$ cat src/rtl/fetch_controller.sv
// fetch_controller: sequences instruction fetch after boot and chooses the next PC.
// The next PC comes from a trap vector, an Execute redirect, a redirect deferred
// across a memory wait, or PC+4. It also drives the PC stall and Decode flush controls.
// Ports: CLK/RESET (sync, active-high); PC, HazardStallF, PCSrcE, PCTargetE, TrapReq,
//        TrapBase, IMemReady in; IMemReq, PC_IN, StallF, FlushD, TrapAck, EPC out.
//        All outputs except EPC are combinational; EPC is registered.
module fetch_controller #(
  parameter logic [31:0] PC_INIT     = 32'h00400000,
  parameter int          BOOT_CYCLES = 2
) (
  input  logic        CLK,
  input  logic        RESET,
  input  logic [31:0] PC,
  input  logic        HazardStallF,
  input  logic        PCSrcE,
  input  logic [31:0] PCTargetE,
  input  logic        TrapReq,
  input  logic [31:0] TrapBase,
  input  logic        IMemReady,
  output logic        IMemReq,
  output logic [31:0] PC_IN,
  output logic        StallF,
  output logic        FlushD,
  output logic        TrapAck,
  output logic [31:0] EPC
);

  typedef enum logic [1:0] {BOOT, FETCH, WAIT, TRAP} state_t;

  localparam logic [3:0] BOOT_CNT = 4'(BOOT_CYCLES);

  state_t      state;
  logic [3:0]  cnt;
  logic        pend_vld;
  logic [31:0] pend_tgt;
  logic        trap_armed;
  logic [31:0] epc_q;

  logic [31:0] pc_plus4;
  logic [31:0] redir_tgt;
  logic [31:0] trap_tgt;
  logic        trap_ok;
  logic        trap_take;

  // Targets are word aligned by masking the low two bits.
  assign pc_plus4  = PC + 32'd4;
  assign redir_tgt = PCTargetE & 32'hFFFF_FFFC;
  assign trap_tgt  = TrapBase & 32'hFFFF_FFFC;
  assign trap_ok   = TrapReq && trap_armed;
  assign EPC       = epc_q;

  always_comb begin
    IMemReq   = 1'b0;
    StallF    = 1'b1;
    FlushD    = 1'b0;
    TrapAck   = 1'b0;
    PC_IN     = pc_plus4;
    trap_take = 1'b0;
    if (RESET) begin
      PC_IN = PC_INIT;
    end else begin
      case (state)
        BOOT: PC_IN = PC_INIT;
        FETCH, WAIT: begin
          IMemReq = 1'b1;
          if (!IMemReady) begin
            // Fetch not complete: hold PC; a redirect is accepted and deferred.
            StallF = 1'b1;
            FlushD = PCSrcE;
          end else if (trap_ok) begin
            // Hold PC so the TRAP cycle captures the trapped instruction's address.
            trap_take = 1'b1;
            StallF    = 1'b1;
            PC_IN     = PC;
          end else if (PCSrcE) begin
            // A live redirect wins over the hazard stall.
            StallF = 1'b0;
            FlushD = 1'b1;
            PC_IN  = redir_tgt;
          end else if (pend_vld) begin
            StallF = 1'b0;
            PC_IN  = pend_tgt;
          end else begin
            StallF = HazardStallF;
          end
        end
        TRAP: begin
          StallF  = 1'b0;
          FlushD  = 1'b1;
          TrapAck = 1'b1;
          PC_IN   = trap_tgt;
        end
        default: PC_IN = PC_INIT;
      endcase
    end
  end

  always_ff @(posedge CLK) begin
    if (RESET) begin
      state      <= BOOT;
      cnt        <= BOOT_CNT;
      pend_vld   <= 1'b0;
      pend_tgt   <= 32'h0;
      trap_armed <= 1'b1;
      epc_q      <= 32'h0;
    end else begin
      // Re-arm once TrapReq is seen low; the TRAP branch below overrides this.
      if (!TrapReq) trap_armed <= 1'b1;
      case (state)
        BOOT: begin
          if (cnt <= 4'd1) state <= FETCH;
          if (cnt != 4'd0) cnt <= cnt - 4'd1;
        end
        FETCH, WAIT: begin
          if (!IMemReady) begin
            state <= WAIT;
            if (PCSrcE) begin
              // A newer redirect overwrites an older pending one.
              pend_vld <= 1'b1;
              pend_tgt <= redir_tgt;
            end
          end else begin
            pend_vld <= 1'b0;
            state    <= trap_take ? TRAP : FETCH;
          end
        end
        TRAP: begin
          epc_q      <= PC;
          pend_vld   <= 1'b0;
          trap_armed <= 1'b0;
          state      <= FETCH;
        end
        default: state <= BOOT;
      endcase
    end
  end

endmodule

$ cat config.mk
export PLATFORM = sky130hd
export DESIGN_NAME = fetch_controller
export DESIGN_NICKNAME = d
export VERILOG_FILES = /design/src/rtl/fetch_controller.sv
export SDC_FILE = /design/constraint.sdc
export NUM_CORES = 1
export LEC_CHECK = 0
export ABC_AREA = 0
export CAP_MARGIN = 20
export CELL_PAD_IN_SITES_DETAIL_PLACEMENT = 0
export CELL_PAD_IN_SITES_GLOBAL_PLACEMENT = 1
export CORE_UTILIZATION = 30
export DETAILED_ROUTE_END_ITERATION = 7
export PLACE_DENSITY_LB_ADDON = 0.3
export REMOVE_ABC_BUFFERS = 1
export SYNTH_ARGS = -nofsm -noshare
export SYNTH_HDL_FRONTEND = slang
export SYNTH_SLANG_ARGS = --single-unit
$ cat constraint.sdc
create_clock -name CLK -period 3.2 [get_ports CLK]
set_input_delay 0.64 -clock CLK [delete_from_list [all_inputs] [get_ports CLK]]
set_output_delay 0.64 -clock CLK [all_outputs]
set_load 0.01 [all_outputs]
==> metrics <==
outcome=complete, no violations; Rows=45; Routed WL per cell=roughly 18 µm; Die Span Y=127 µm; wirelength, routed=19,900 µm; # nets final=1,004; CP bufs+invs=3; mapped cell area=4720 µm²; H-tree lvl count=3; Clk Latency, worst-skew pair=360 ps; cell-by-cell trace of the critical path=dlygate4sd2_1 -> nand4_1 -> or4_4 -> buf_6 -> o41a_1 -> o211ai_1 -> buf_2; initial antenna violation count=1; ANT nets after route=0; Async S/R FF share, synth=0%; crit end category=output pin; share of layout cells above drive strength 1=19.8%; Final Worst Setup Slack=18.8 ps; Starting DRT DRC Count=395; Slew @ Worst Pin=724 ps; fin crit period=3180 ps; CP max stage delay=630 ps; max_cap viols=0; cts hold-fix bufs=0; die area=16,300 µm²; commonest cells after routing, fill and taps aside=118 x nand2_1, 116 x clkdlybuf4s50_1, 104 x buf_4, 75 x a21oi_1, 70 x dfxtp_1; most common cell after layout, fill and taps aside=nand2_1; Pwr per Cell Area=443 nW/µm²; first-pass GRT wire length=30,700 µm; clock root buffer=clkbuf_16; final setup vio count=0; register bit total from synthesis=70; Num CTS Buffers=9; FMAX=0.314 GHz; # port buffers=165; Final Slew Violations=0; pin count of the biggest net entering global routing=between 60 and 70; CTS clk-pin slew, worst paths=roughly 60 ps; Vias/cell=5.23; post-synthesis cell count=between 600 and 700; Setup CP Type=in -> out; final period utilization=roughly 99%; fill count=1,515; CP Data Required Time=2560 ps; core area=15,300 µm²; sequential share of the synthesized area=between 20% and 30%; Tot GR Track Use=between 20% and 30%; Hold Path Class=reg -> reg; drt first pass iters=7; vias in the first global route=around 5,700; IO Pins=170; EDFF count, synth=0; Peak VDD IR=216 µV; Synth cell types=57; Synth Warn #=0; clk buf depth=2; Static Leak=2.96 nW; storage element area=1400 µm²; CTS tree=built; total power=3.39 mW; Hold Vio Cnt, Final=0; clk sinks=70; Final HPWL DP=15,000 µm; Remaining Overflow, GRT=0; crit-path max FO=3; dpl ws=-788 ps; register-to-register setup slack=870 ps; # DRC=0; area of the multi-input gates=3180 µm²; unrepaired setup endpoints after global routing=false; Slowest-stage cell, CP=or4_4; Slew Limit Headroom=51.3%; Main synth FF type=dfxtp_1; GP Congestion=~0.91; syn avg cell area=around 7 µm²; Initial Util=31.0%; post-route clock skew=7.43 ps; CP Data Arrival Time=2540 ps; Startpoint Class=primary input; Vias=~5,800; Top Family by Delay on Critical Path=simple AND/OR/NAND/NOR gates; Area Overhead vs Synth=61.9%; DIE WIDTH=127 µm
==> worst paths after layout <==
check | cells after the start | startpoint | end
max | 7 | PC[5] | PC_IN[22]
min reg2reg | 2 | pend_tgt[11] | pend_tgt[11]
min | 2 | pend_tgt[11] | pend_tgt[11]
max reg2reg | 8 | state[1] | pend_tgt[12]
==> routing by layer <==
| layer | vias up | wire [µm] | part of all wire, % | GRT usage [%] |
|---|---|---|---|---|
| li1 | 2825 | - | - | - |
| met1 | 2724 | 8730 | 44 | 31.2 |
| met2 | 240 | 9450 | 47 | 41.7 |
| met3 | 32 | 1350 | 6.8 | 5.23 |
| met4 | 0 | 394 | 2.0 | 8.47 |
| met5 | - | 0 | 0 | 0 |
==> layout make-up <==
type | instances | share of cell area [%]
multi-input cells | 529 | 41.6
repair buffers | 277 | 32.2
flip-flops and latches | 70 | 18.3
well taps | 211 | 3.45
clock buffers | 9 | 2.95
clock inverters | 7 | 0.982
inverters | 10 | 0.491
diodes | 1 | 0.0327
==> cells by family after synthesis <==
| family | after synthesis | share of synthesized area [%] |
|---|---|---|
| xor gates and xnor gates | 13 | 2.41 |
| adders and majority gates | 5 | 1.32 |
| muxes | 47 | 9.98 |
| AOI/OAI and AO/OA | 195 | 24.9 |
| DFF | 70 | 29.7 |
| buffers and inverters | 66 | 5.38 |
| and+or+nand+nor | 269 | 26.4 |
==> state kept, by name, indices dropped and copies added (netlist names) <==
register and cells:
EPC 32, pend_tgt 30, cnt 4, state 2
pend_vld 1, trap_armed 1
==> stage by stage <==
step                hold WS (ps)  util, %  instances  cell area (µm²)  TNS (ps)
floorplan                    426        -        609             4510     -1800
global placement             442     47.3       1089             7220    -14560
detailed placement           447     47.3       1089             7220    -14450
finish                       455     50.1       1114             7650         0
global route                 470     50.1       1113             7640         0
CTS                          455     49.9       1112             7610         0
==> power breakdown <==
part | switching, mW | internal, mW
Combinational | 0.710 | 0.623
Clock | 0.429 | 0.604
Sequential | 0.0576 | 0.963
==> cells in the mapped netlist (all sizes together), types with 2 or more instances <==
master   number  area (µm²)
nor2         63         236
a21oi        76         380
nand3        26         135
xnor2         6        52.6
a211oi        4        35.0
ha            5        62.6
o21a          2        15.0
and2         10        62.6
o22ai         8        50.1
nor2b         8        50.1
a22oi         3        22.5
xor2          7        61.3
nand2       119         447
inv          10        37.5
o211ai       15         113
o31ai         5        37.5
mux2i        46         460
or4           5        41.3
a221oi        5        43.8
a31oi        10        62.6
and3          3        18.8
o21ai        44         220
a21boi        4        30.0
a32o          2        20.0
nor3          5        25.0
o21bai        3        22.5
o311ai        2        17.5
clkbuf       46         173
buf          10        43.8
or2           5        31.3
dfxtp        70        1400
nor4          3        18.8
nand4        12        96.3
a22o          4        35.0
a2bb2oi       2        17.5
and4          3        26.3
==> timing repair <==
item / CTS / global route
endpoints found under the setup margin: 33 / 25
buffers inserted: 8 / 1
resized for setup: 94 / 26
pin swaps: 13 / 6
==> tightest hold or removal path: cells and delay by family (launching register included) <==
family,cells,cell delay [ps]
flops,1,310
compound gates,1,50
simple gates,1,50
Power figures use the tool's default switching activity.
